$ cat config.mk
export PLATFORM = sky130hd
export DESIGN_NAME = alu_result_stage
export DESIGN_NICKNAME = d
export VERILOG_FILES = /design/src/rtl/alu_pkg.sv /design/src/rtl/alu_result_stage_cond_eval.sv /design/src/rtl/alu_result_stage.sv
export SDC_FILE = /design/constraint.sdc
export NUM_CORES = 1
export LEC_CHECK = 0
export CORE_ASPECT_RATIO = 1.4
export CORE_MARGIN = 2
export CORE_UTILIZATION = 48
export CTS_CLUSTER_SIZE = 40
export DETAILED_ROUTE_END_ITERATION = 16
export HOLD_SLACK_MARGIN = 0.1
export PLACE_DENSITY = 0.84
export SYNTH_ARGS = -nofsm -noshare
export SYNTH_HDL_FRONTEND = slang
export SYNTH_SLANG_ARGS = --single-unit
export TNS_END_PERCENT = 30
$ cat constraint.sdc
create_clock -name clk -period 3.1 [get_ports clk]
set_input_delay 0.62 -clock clk [delete_from_list [all_inputs] [get_ports clk]]
set_output_delay 0.62 -clock clk [all_outputs]
set_load 0.005 [all_outputs]
$ cat src/rtl/alu_pkg.sv
// -----------------------------------------------------------------------------
// alu_pkg
// Shared definitions for the ALU result stage:
//   - FLAG_N/FLAG_Z/FLAG_V/FLAG_C : bit positions inside a 4-bit flag vector
//   - cond_e                      : 4-bit condition-code encoding
//   - buf_state_e                 : occupancy of the two-entry result buffer
// -----------------------------------------------------------------------------
package alu_pkg;

  localparam int FLAG_N = 3;
  localparam int FLAG_Z = 2;
  localparam int FLAG_V = 1;
  localparam int FLAG_C = 0;

  typedef enum logic [3:0] {
    COND_EQ   = 4'd0,
    COND_NE   = 4'd1,
    COND_CS   = 4'd2,
    COND_CC   = 4'd3,
    COND_MI   = 4'd4,
    COND_PL   = 4'd5,
    COND_VS   = 4'd6,
    COND_VC   = 4'd7,
    COND_GT   = 4'd8,
    COND_LT   = 4'd9,
    COND_GE   = 4'd10,
    COND_LE   = 4'd11,
    COND_NV12 = 4'd12,
    COND_NV13 = 4'd13,
    COND_AL   = 4'd14,
    COND_NV15 = 4'd15
  } cond_e;

  // Encoding equals the number of held entries.
  typedef enum logic [1:0] {
    ST_EMPTY = 2'd0,
    ST_ONE   = 2'd1,
    ST_TWO   = 2'd2
  } buf_state_e;

endpackage

$ cat src/rtl/alu_result_stage_cond_eval.sv
// -----------------------------------------------------------------------------
// cond_eval
// Combinational condition-code evaluator.
// Ports:
//   flags [3:0] in  : flag vector {N,Z,V,C}
//   cond  [3:0] in  : condition code (cond_e)
//   pass        out : 1 when the condition holds; codes 12, 13, 15 never pass
// -----------------------------------------------------------------------------
module cond_eval
  import alu_pkg::*;
(
  input  logic [3:0] flags,
  input  logic [3:0] cond,
  output logic       pass
);

  logic n, z, v, c;

  assign n = flags[FLAG_N];
  assign z = flags[FLAG_Z];
  assign v = flags[FLAG_V];
  assign c = flags[FLAG_C];

  always_comb begin
    pass = 1'b0;
    case (cond_e'(cond))
      COND_EQ: pass = z;
      COND_NE: pass = !z;
      COND_CS: pass = c;
      COND_CC: pass = !c;
      COND_MI: pass = n;
      COND_PL: pass = !n;
      COND_VS: pass = v;
      COND_VC: pass = !v;
      COND_GT: pass = !z && (n == v);
      COND_LT: pass = (n != v);
      COND_GE: pass = (n == v);
      COND_LE: pass = z || (n != v);
      COND_AL: pass = 1'b1;
      default: pass = 1'b0;
    endcase
  end

endmodule

$ cat src/rtl/alu_result_stage.sv
// -----------------------------------------------------------------------------
// alu_result_stage
// Writeback-side buffer for ALU results: a two-entry FIFO (main + skid) that
// also owns the architectural flag register. Optional conditional execution
// is enabled by defining ALU_RESULT_STAGE_COND_EXEC_EN; without it, cond is
// ignored and every instruction passes.
//
// Handshake: a transfer happens on any rising edge where valid && ready are
// both high on that side; valid must not depend on ready, payload is held
// stable while valid && !ready.
//
// Ports:
//   clk, rst                 : clock, synchronous active-high reset
//   in_valid / in_ready      : input handshake (in_ready = buffer not full)
//   alu_result [N-1:0]       : ALU result
//   alu_flags  [3:0]         : {N,Z,V,C}
//   rd_addr [3:0], wr_en     : destination register and write enable
//   set_flags                : instruction updates flags_q
//   cond [3:0]               : condition code
//   flush                    : squash held and incoming entries
//   out_valid / out_ready    : writeback handshake
//   out_result/out_rd/out_wr_en : writeback payload (head entry)
//   flags_q [3:0]            : architectural flag register
//   dbg_state_o              : buffer occupancy state, for observation
// -----------------------------------------------------------------------------
module alu_result_stage
  import alu_pkg::*;
#(
  parameter int N = 8
) (
  input  logic         clk,
  input  logic         rst,
  input  logic         in_valid,
  output logic         in_ready,
  input  logic [N-1:0] alu_result,
  input  logic [3:0]   alu_flags,
  input  logic [3:0]   rd_addr,
  input  logic         wr_en,
  input  logic         set_flags,
  input  logic [3:0]   cond,
  input  logic         flush,
  output logic         out_valid,
  input  logic         out_ready,
  output logic [N-1:0] out_result,
  output logic [3:0]   out_rd,
  output logic         out_wr_en,
  output logic [3:0]   flags_q,
  output buf_state_e   dbg_state_o
);

  buf_state_e   state_q;
  logic [N-1:0] main_result_q, skid_result_q;
  logic [3:0]   main_rd_q, skid_rd_q;
  logic         main_wr_q, skid_wr_q;
  logic [3:0]   flags_reg_q;

  logic pass;
  logic accept;
  logic drain;
  logic in_wr;

`ifdef ALU_RESULT_STAGE_COND_EXEC_EN
  cond_eval u_cond_eval (
    .flags (flags_reg_q),
    .cond  (cond),
    .pass  (pass)
  );
`else
  logic unused_cond;
  assign unused_cond = ^cond;
  assign pass        = 1'b1;
`endif

  assign in_ready    = (state_q != ST_TWO);
  assign out_valid   = (state_q != ST_EMPTY);
  assign accept      = in_valid && in_ready;
  assign drain       = out_valid && out_ready;
  // A failing condition still occupies a slot, but never writes rd.
  assign in_wr       = wr_en && pass;

  assign out_result  = main_result_q;
  assign out_rd      = main_rd_q;
  assign out_wr_en   = main_wr_q;
  assign flags_q     = flags_reg_q;
  assign dbg_state_o = state_q;

  always_ff @(posedge clk) begin
    if (rst) begin
      state_q       <= ST_EMPTY;
      main_result_q <= '0;
      main_rd_q     <= '0;
      main_wr_q     <= 1'b0;
      skid_result_q <= '0;
      skid_rd_q     <= '0;
      skid_wr_q     <= 1'b0;
      flags_reg_q   <= 4'b0000;
    end else if (flush) begin
      // Flush drops everything this cycle, including the incoming entry and
      // its flag update; flags written by earlier accepts are kept.
      state_q <= ST_EMPTY;
    end else begin
      if (accept && pass && set_flags) begin
        flags_reg_q <= alu_flags;
      end
      case (state_q)
        ST_EMPTY: begin
          if (accept) begin
            state_q       <= ST_ONE;
            main_result_q <= alu_result;
            main_rd_q     <= rd_addr;
            main_wr_q     <= in_wr;
          end
        end
        ST_ONE: begin
          if (accept && drain) begin
            main_result_q <= alu_result;
            main_rd_q     <= rd_addr;
            main_wr_q     <= in_wr;
          end else if (accept) begin
            state_q       <= ST_TWO;
            skid_result_q <= alu_result;
            skid_rd_q     <= rd_addr;
            skid_wr_q     <= in_wr;
          end else if (drain) begin
            state_q <= ST_EMPTY;
          end
        end
        ST_TWO: begin
          if (drain) begin
            state_q       <= ST_ONE;
            main_result_q <= skid_result_q;
            main_rd_q     <= skid_rd_q;
            main_wr_q     <= skid_wr_q;
          end
        end
        default: state_q <= ST_EMPTY;
      endcase
    end
  end

endmodule

# After elaboration in Yosys (flattened, before gate mapping)

Index checks and enable logic that the tools add are counted.
W data, S select, Z words.

Bits in registers: 32
Latch bits: 0
Bits in writable memories: 0
Bits in read-only memories: 0
Bits of input ports: 27
Output and inout port bits: 21
Word-level logic and storage cells: 48
Memories: 0

Add/sub/neg operators: 0
Multipliers: 0
Div/mod/pow operators: 0
Order comparisons: 0
Equality and inequality tests: 8
Shift-type cells: 0
Multiplexer cells: 18
Bitwise logic cells: 2
Reduce and logical (&&, ||, !) cells: 12

Operator list:

| kind                 | count |
|---|---|
| $mux W8              | 3 |
| $pmux W8 S3          | 1 |
| $mux W4              | 3 |
| $pmux W4 S3          | 1 |
| $mux W2              | 5 |
| $ne A2 B2 Y1 const B | 5 |
| $reduce_and A4 Y1    | 2 |
| $pmux W2 S3          | 1 |
| $reduce_and A5 Y1    | 1 |
| $logic_and A1 B1 Y1  | 4 |
| $mux W1              | 3 |
| $ne A3 B3 Y1 const B | 1 |
| $pmux W1 S3          | 1 |
| $reduce_bool A3 Y1   | 1 |
| $eq A2 B1 Y1 const B | 1 |
| $eq A2 B2 Y1 const B | 1 |
| $logic_not A2 Y1     | 1 |
| $not A1 Y1           | 2 |
| $reduce_and A2 Y1    | 1 |
| $reduce_bool A2 Y1   | 1 |
| $reduce_or A2 Y1     | 1 |

# Longest topological paths before layout

Gate-level depths: netlist (run 1).

Depth in word-level cells: 6
Depth in mapped cells: 6
Depth with buffers taken out: 4

# Worst setup path after synthesis (run 1)

No wires, ideal clock.

Path type: input to register
Start point: input port out_ready
End point: register skid_rd_q[0]
Setup time: 0.128 ns
Arrival: 1.539 ns
Data required time: 2.972 ns
Slack: 1.434 ns
Cell stages on the path: 5
Buffers on the path: 1
Cells stage by stage: nand2b_2 nor3b_4 buf_6 mux2i_1 nor2_1

Cells in the longest elaborated chain, start to end: 4

Ends and longest elaborated chain:

| what                               | RTL line                | source |
|---|---|---|
| start, declared                    | alu_result_stage.sv:43  | `input logic out_ready,` |
| $logic_and A1 B1 Y1                | alu_result_stage.sv:77  | `assign drain = out_valid && out_ready;` |
| $logic_and A1 B1 Y1                | alu_result_stage.sv:115 | `if (accept && drain) begin` |
| $not A1 Y1 (no source line)        | -                       |  |
| $reduce_and A4 Y1 (no source line) | -                       |  |
| end signal, assigned               | alu_result_stage.sv:122 | `skid_rd_q <= rd_addr;` |
| end, declared                      | alu_result_stage.sv:53  | `logic [3:0] main_rd_q, skid_rd_q;` |

Every way passes these cells.
A chain may end at the register's enable or synchronous reset.

# Worst setup path after layout (run 1)

Start point: register state_q[0] (netlist: dbg_state_o[0])
End point: output port in_ready

Cells in the longest elaborated chain, start to end: 1

Ends and longest elaborated chain:

| what                   | RTL line                | source |
|---|---|---|
| start, declared        | alu_result_stage.sv:51  | `buf_state_e state_q;` |
| start signal, assigned | alu_result_stage.sv:89  | `state_q <= ST_EMPTY;` |
| start signal, assigned | alu_result_stage.sv:100 | `state_q <= ST_EMPTY;` |
| start signal, assigned | alu_result_stage.sv:108 | `state_q <= ST_ONE;` |
| $ne A2 B2 Y1           | alu_result_stage.sv:74  | `assign in_ready = (state_q != ST_TWO);` |
| end, declared          | alu_result_stage.sv:34  | `output logic in_ready,` |

Every way passes these cells.

==> results of run 1 <==
[cells in the mapped netlist]
| master | n | share of area |
|---|---|---|
| sky130_fd_sc_hd__a2111oi_0 | 1 | 0.0062 |
| sky130_fd_sc_hd__a21oi_1 | 14 | 0.049 |
| sky130_fd_sc_hd__a21oi_4 | 1 | 0.011 |
| sky130_fd_sc_hd__and2b_2 | 1 | 0.0062 |
| sky130_fd_sc_hd__and3b_2 | 1 | 0.0070 |
| sky130_fd_sc_hd__and4b_1 | 1 | 0.0070 |
| sky130_fd_sc_hd__buf_12 | 1 | 0.014 |
| sky130_fd_sc_hd__buf_6 | 2 | 0.016 |
| sky130_fd_sc_hd__clkbuf_1 | 8 | 0.021 |
| sky130_fd_sc_hd__clkbuf_2 | 1 | 0.0035 |
| sky130_fd_sc_hd__dfxtp_1 | 32 | 0.45 |
| sky130_fd_sc_hd__mux2i_1 | 30 | 0.21 |
| sky130_fd_sc_hd__nand2_1 | 2 | 0.0053 |
| sky130_fd_sc_hd__nand2b_1 | 1 | 0.0044 |
| sky130_fd_sc_hd__nand2b_2 | 1 | 0.0062 |
| sky130_fd_sc_hd__nor2_1 | 17 | 0.045 |
| sky130_fd_sc_hd__nor3_1 | 1 | 0.0035 |
| sky130_fd_sc_hd__nor3b_4 | 1 | 0.013 |
| sky130_fd_sc_hd__o21a_1 | 1 | 0.0053 |
| sky130_fd_sc_hd__o21ai_0 | 11 | 0.039 |
| sky130_fd_sc_hd__o21ai_1 | 2 | 0.0070 |
| sky130_fd_sc_hd__o22a_2 | 1 | 0.0070 |
| sky130_fd_sc_hd__or2_2 | 1 | 0.0044 |
| sky130_fd_sc_hd__or3_1 | 13 | 0.057 |
[per-layer routing]
metal | part of all wire | up-vias | global-route usage
met1 | 0.43 | 567 | 0.206
li1 | - | 595 | -
met4 | 0.010 | 0 | 0.0833
met2 | 0.52 | 36 | 0.375
met5 | 0 | - | 0
met3 | 0.048 | 4 | 0.0655
[cell families after synthesis]
group,count (synthesis)
flops,32
buf+inv,12
compound gates,31
mux,30
simple gates,40
[worst min path at each step]
stage                                          start                    endpoint  slack, ps  cells after the start
after floorplan            skid_rd_q[0]$_SDFFE_PP0P_   skid_rd_q[0]$_SDFFE_PP0P_        460                      2
after global placement    out_result[0]$_SDFFE_PP0P_  out_result[0]$_SDFFE_PP0P_        460                      2
after detailed placement  out_result[4]$_SDFFE_PP0P_  out_result[4]$_SDFFE_PP0P_        460                      2
after CTS                 out_result[4]$_SDFFE_PP0P_  out_result[4]$_SDFFE_PP0P_        470                      2
after global routing          out_rd[0]$_SDFFE_PP0P_      out_rd[0]$_SDFFE_PP0P_        500                      2
final                     out_result[4]$_SDFFE_PP0P_  out_result[4]$_SDFFE_PP0P_        470                      2
[registers in the layout, summed over array words and instances (netlist names)]
register       count
skid_result_q      8
skid_wr_q          1
skid_rd_q          4
out_rd             4
dbg_state_o        2
flags_q            4
out_wr_en          1
out_result         8
[worst min-delay path, delay by kind of cell, from the launching register on]
family          cells  cell delay (ps)
compound gates      2              120
flops               1              300
[power by group through the flow]
| stage | Clock, mW | Combinational [mW] | Sequential [mW] |
|---|---|---|---|
| final | 0.297 | 0.111 | 0.430 |
| after global routing | 0.322 | 0.121 | 0.431 |
| after CTS | 0.307 | 0.112 | 0.430 |
| after detailed placement | 0 | 0.111 | 0.440 |
| after global placement | 0 | 0.108 | 0.439 |
| after floorplan | 0 | 0.0476 | 0.440 |
[area by class of cell]
type | count | area (um^2) | share of cell area
clock inverter | 1 | 5.00 | 0.00259
clock buffer | 6 | 72.6 | 0.0376
timing repair buffer | 47 | 460 | 0.239
tap | 37 | 46.3 | 0.0240
sequential | 32 | 641 | 0.332
multi-input combinational | 101 | 704 | 0.365
==> metrics list, run 1 <==
- Result of the run: complete, no violations
- Entering global routing, the biggest net connects 29 pins.
* Routed vias/inst: 5.37
- The initialized floorplan defines 23 standard-cell rows.
- The die is 68.4 um tall.
- The internal power of the cells totals 642 uW.
* Share of the synthesized netlist area taken by xor and xnor gates: 0
- List of cells traversed by the critical path: nand2b_1 > clkdlybuf4s50_1
- Number of design-rule violations left by the first detailed-router iteration: 56
- The pre-antenna-repair detailed-routing pass consisted of 4 iterations.
* Portion of total power attributed to combinational logic: 0.133
- In the global route stage, overall resource usage came out at 0.202.
* Number of buffers and inverters on the critical path: 1
- STA classifies the critical path endpoint as a primary output.
* CORE AREA: 2850 um^2
- Syn Nets: 172
- Of the total power, the share spent switching nets is 0.234.
* Share of synthesized area spent on multiplexers: 0.211
- Area growth syn-to-layout: 35.6%
* Remaining DRCs: 0
* Port bufs: 43
* Inst Count DP: 217
* Layout cell share with drive strength beyond 1: 0.0909
- The number of antenna diodes in the final layout is 0.
* Final core utilization: 0.677
- Clock tree root driver cell: sky130_fd_sc_hd__clkbuf_8
* Max_cap viols: 0
- Ratio of total power to cell area: 434 nW/um^2
* Post-place instance area: 1850 um^2
- The filler cells instantiated in the layout total 236.
- Routability-driven placement finished with a final weighted congestion of 0.655.
* Switching pwr: 196 uW
* Final layout net count: 214
* Crit path launch: dbg_state_o[0]$_SDFFE_PP0P_
* Via count of the routed design: 1202
- Half-perimeter wire length after detailed placement: 2250 um
- For this run, the number of Yosys warnings is 0.
- After synthesis, the largest family of logic cells by area is multiplexers.
- Portion of total power attributed to the clock network: 0.354
* Relative slew slack: 0.631
- Basic-gate share of the synthesized area counting and, or, nand and nor cells: 0.159
- Initial core utilization: 0.499
- Clk Latency, worst-skew pair: 280 ps
- Tot Pwr: 838 uW
- Critical Path Fanout Max: 7
* Most common cell after layout, fill and taps aside: sky130_fd_sc_hd__clkdlybuf4s50_1
- Worst Skew: 2.54 ps
- Post-route fraction of the period consumed by the critical path: 0.666
* Arrival @ worst endpoint: 1450 ps
- Compound-gate portion of the synthesized area: 0.125
* Measured slew at the worst slew-check pin: 552 ps
* Total of flip-flops plus latches after synthesis: 32
- Synth unique cells: 24
- In this design, the stage delay of the slowest critical-path cell is 520 ps.
* Worst path depth: 2
- Worst Setup Path Type: reg2out
- For this design, the slowest cell found on the critical path is sky130_fd_sc_hd__clkdlybuf4s50_1.
- Final setup slack of the worst path: 1030 ps
- Number of hold-repair buffers added at the cts stage: 0
- In this run the cell area of the synthesized design comes to 1420 um^2.
* Clock tree sinks: 32
* Crit Reg-Reg Endpoint: flags_q[3]$_SDFFE_PP0P_
- Maximum clock frequency: 484 MHz
- Total wire length: 3180 um
- Of the total synthesized cell area, the portion taken by full adders, half adders and majority gates is 0.
- Final Critical Period: 2070 ps
- RSZ-0062 raised after global routing: false
- The clock passes through at most 2 buffers.
* Wire length per cell after detailed routing: 14.2 um
- The final number of hold-violating endpoints is 0.
* Vias in the first global route: 1190
- Data on the critical path is required at its endpoint by 2480 ps.
- TritonCTS built the clock tree.
* Final setup violation count: 0
- CTS H-tree lvls: 2
- Summed over all failing endpoints, the final setup total negative slack is 0 ps.
* Post-CTS Setup Inserts: 0
- The share of total power dissipated in sequential elements is 0.514.
- The initial antenna violation count came to 0.
- The min-delay analysis places its worst path in the category reg2reg.
- After clock tree synthesis, the clock-pin slew on the worst setup and hold paths is 60 ps.
- Endpoint of the worst setup timing path: in_ready
- The worst register-to-register path begins at dbg_state_o[0]$_SDFFE_PP0P_.
* Worst-case setup slack after placement: 814 ps
- In this design, the largest share of critical-path delay is due to buffers and inverters.
* Gate count after technology mapping: 145
- The library cells used most frequently in the layout, excluding fill and tap cells, are sky130_fd_sc_hd__clkdlybuf4s50_1, sky130_fd_sc_hd__dfxtp_1, sky130_fd_sc_hd__mux2i_1.
- Post-CTS Resized: 0
- Number of nets with antenna violations after detailed routing: 0
* Reg-to-reg slack, setup: 1350 ps
- P_leak: 0.757 nW
* Count of boundary I/O pins: 48
* Sequential element share of the synthesized area: 0.450
- Worst R2R Path Depth: 5
- The first global-routing pass estimated 5190 um of wire.
- Leaving out filler cells and counting taps, the final layout contains 224.
- The finished cells cover 1930 um^2.
- Peak supply drop: 0.385 mV
- After synthesis, the mean cell area works out to 9.81 um^2.
* Overflow after GRT: 0
* Cts bufs inserted: 5
- Worst Hold Margin: 472 ps
- Die width: 50.0 um
* Number of max-slew violations in the final report: 0
- Floorplan die area: 3420 um^2
* Sort of element at the start of the critical path: flip-flop
Note: power is estimated with default switching activity, not from simulation.
==> run 2, diff against run 1 <==
--- a/config.mk
+++ b/config.mk
@@ -7,11 +7,11 @@
 export LEC_CHECK = 0
 export CORE_ASPECT_RATIO = 1.4
 export CORE_MARGIN = 2
-export CORE_UTILIZATION = 48
+export CORE_UTILIZATION = 45
 export CTS_CLUSTER_SIZE = 40
 export DETAILED_ROUTE_END_ITERATION = 16
 export HOLD_SLACK_MARGIN = 0.1
-export PLACE_DENSITY = 0.84
+export PLACE_DENSITY = 0.79
 export SYNTH_ARGS = -nofsm -noshare
 export SYNTH_HDL_FRONTEND = slang
 export SYNTH_SLANG_ARGS = --single-unit
==> constraint.sdc (replaced) <==
create_clock -name clk -period 2 [get_ports clk]
set_input_delay 0.4 -clock clk [delete_from_list [all_inputs] [get_ports clk]]
set_output_delay 0.4 -clock clk [all_outputs]
set_load 0.005 [all_outputs]
==> run 2 against run 1 <==
Register-to-register slack lost 950 ps; via count fell by 1.7%; count of clock-buffer cells in the layout is the same; utilization down 3.6 points; cell count up 1.3%; clock skew is 5.6 ps higher; combinational power is 61% higher; first-iteration DRC count down 66%; cell area grew 1.8%; critical path depth unchanged; hold slack improved by 2.5 ps; worst setup slack worse by 920 ps; critical path type unchanged; highest routed layer unchanged.
==> metrics list, run 2 (synthesis results as in run 1) <==
- Result of the run: complete, no violations
* Final non-filler cell total: 227
- In this run the register-to-register setup slack is 400 ps.
- Post-route cell area: 1960 um^2
- Critical Path Sink Type: primary output
- In the layout the commonest cells are sky130_fd_sc_hd__clkdlybuf4s50_1, sky130_fd_sc_hd__dfxtp_1, sky130_fd_sc_hd__mux2i_1.
- Total wire length: 3170 um
- Maximum number of pins on one net before global-route repair: 33
* Post-route fraction of the period consumed by the critical path: 0.942
* List of cells traversed by the critical path: nand2b_1 > clkdlybuf4s50_1
- STA classifies the critical path startpoint as a flip-flop.
* Crit-path max cell delay: 530 ps
- Worst Skew: 8.15 ps
* Worst min-delay path class: reg2reg
- After detailed routing, the number of vias per cell comes to 5.21.
* All-Layer GR Usage: 0.197
* Slowest stage cell, crit path: sky130_fd_sc_hd__clkdlybuf4s50_1
- Clock tree sinks: 32
- The floorplan step defined a die boundary enclosing 3630 um^2.
- Initial core utilization: 0.464
- Measured against its own limit, the worst slew margin works out to 0.793.
* Antenna diode instance count: 0
* Cell internal power dissipation: 1.00 mW
* Number of antenna violations at the first check in global routing: 0
* Final setup violation count: 0
- Vias in the first global route: 1206
- Measured along the x axis, the die boundary spans 51.5 um.
- Half-perimeter wire length after detailed placement: 2250 um
- After detailed placement, the design holds a cell count of 220.
- Derived from the worst setup path, the maximum achievable clock frequency is 531 MHz.
* Critical Path Fanout Max: 7
- Sequential cell area: 641 um^2
- The later pin in the worst-skew pair is clocked with a latency of 290 ps.
- Clock tree from TritonCTS: yes
- Buffers placed on the I/O ports in this run total 43.
* Final layout net count: 215
* Multi-input gate area: 704 um^2
* Peak supply drop: 0.581 mV
* Cts bufs inserted: 5
* Number of max-slew violations in the final report: 0
- Relative to the synthesized area, the layout overhead comes to 38.1%.
* Wire length per cell after detailed routing: 14.0 um
* Tot Pwr: 1.31 mW
- Of the total power, the clock network draws 0.355.
- The filler cells instantiated in the layout total 287.
- The number of gates resized after CTS was 0.
* Clk slew on worst S/H paths: 70 ps
- Measured slew at the worst slew-check pin: 303 ps
- Of the total power, combinational logic draws 0.136.
- Vertical extent of the die: 70.5 um
- Worst Hold Margin: 474 ps
- Final Hold Violating Endpoints: 0
- In the final layout, the share of cells above drive strength 1 is 0.0957.
- RSZ-0062 raised after global routing: false
* Worst path required time: 1600 ps
- # rows: 24
- Ratio of total power to cell area: 668 nW/um^2
* Number of hold-repair buffers added at the cts stage: 0
- Arrival @ worst endpoint: 1480 ps
* Most common cell after layout, fill and taps aside: sky130_fd_sc_hd__clkdlybuf4s50_1
- Number of design-rule violations left by the first detailed-router iteration: 19
* Number of buffers and inverters on the critical path: 1
- Cell family contributing the most delay on the critical path: buffers and inverters
- Placer Congestion: 0.676
- In this run the cell area measured after placement is 1890 um^2.
- Switching pwr: 311 uW
- The clock period could shrink to 1880 ps.
- Across all layers, the routed design uses 1182 vias.
- Wire length of the first global-routing pass: 5350 um
- In this run the standard cell core region covers 3060 um^2.
- Overflow after GRT: 0
* Clock Path Buffers: 2
- The detail route stage leaves a number of antenna-violating nets equal to 0.
- Drt pass-1 iters: 4
- Worst-case setup slack after placement: 45.4 ps
- Once routing completed, OpenROAD measured the worst setup slack at 115 ps.
- Remaining DRCs: 0
- Sum of negative setup slack: 0 ps
- Post-CTS Setup Inserts: 0
- P_leak: 0.769 nW
- Clock tree synthesis selected as its root buffer the cell sky130_fd_sc_hd__clkbuf_8.
- Max-cap violations in this run came to 0.
- Once layout is complete, the utilization of the core stands at 0.641.
- Sequential group share of total power: 0.509
- CTS H-tree lvls: 2
- Of the total power, the share spent switching nets is 0.237.
- Worst Setup Path Type: reg2out
- 48 I/O pins were placed.
run 2: changes by cell type in the layout (fill, tap and decap cells not counted), sizes merged:
cell | before | now
buf | 4 | 5
run 2: power groups by stage:
stage               sequential, mW  combinational (mW)  clock, mW
floorplan                    0.681              0.0738          0
global placement             0.680               0.175          0
detailed placement           0.682               0.180          0
CTS                          0.668               0.181      0.475
global route                 0.670               0.195      0.495
finish                       0.668               0.179      0.465
run 2: final cells by class:
type,instances,area share
multi-input combinational,101,0.359
clock buffer,6,0.0369
tap,39,0.0248
clock inverter,1,0.00255
sequential,32,0.326
timing repair buffer,48,0.251
run 2: metal layers:
layer / up-vias / wire, um / GRT usage
met5: - / 0 / 0
met4: 0 / 65 / 0.0877
met3: 7 / 146 / 0.0598
met2: 25 / 1740 / 0.349
met1: 558 / 1230 / 0.209
li1: 592 / - / -
run 2: worst register-to-register path: stages, from the launching register on:
cell	delay, ps
sky130_fd_sc_hd__dfxtp_1	440
sky130_fd_sc_hd__nand2b_1	230
sky130_fd_sc_hd__buf_4	290
sky130_fd_sc_hd__mux2i_1	100
sky130_fd_sc_hd__or3_1	310
sky130_fd_sc_hd__a21oi_1	160
run 2: path summary, 6_finish.rpt:
check | endpoint | from | depth (start not counted)
max | in_ready | dbg_state_o[0]$_SDFFE_PP0P_ | 2
min | out_result[2]$_SDFFE_PP0P_ | out_result[2]$_SDFFE_PP0P_ | 2
min reg2reg | out_result[2]$_SDFFE_PP0P_ | out_result[2]$_SDFFE_PP0P_ | 2
max reg2reg | out_result[6]$_SDFFE_PP0P_ | dbg_state_o[0]$_SDFFE_PP0P_ | 5
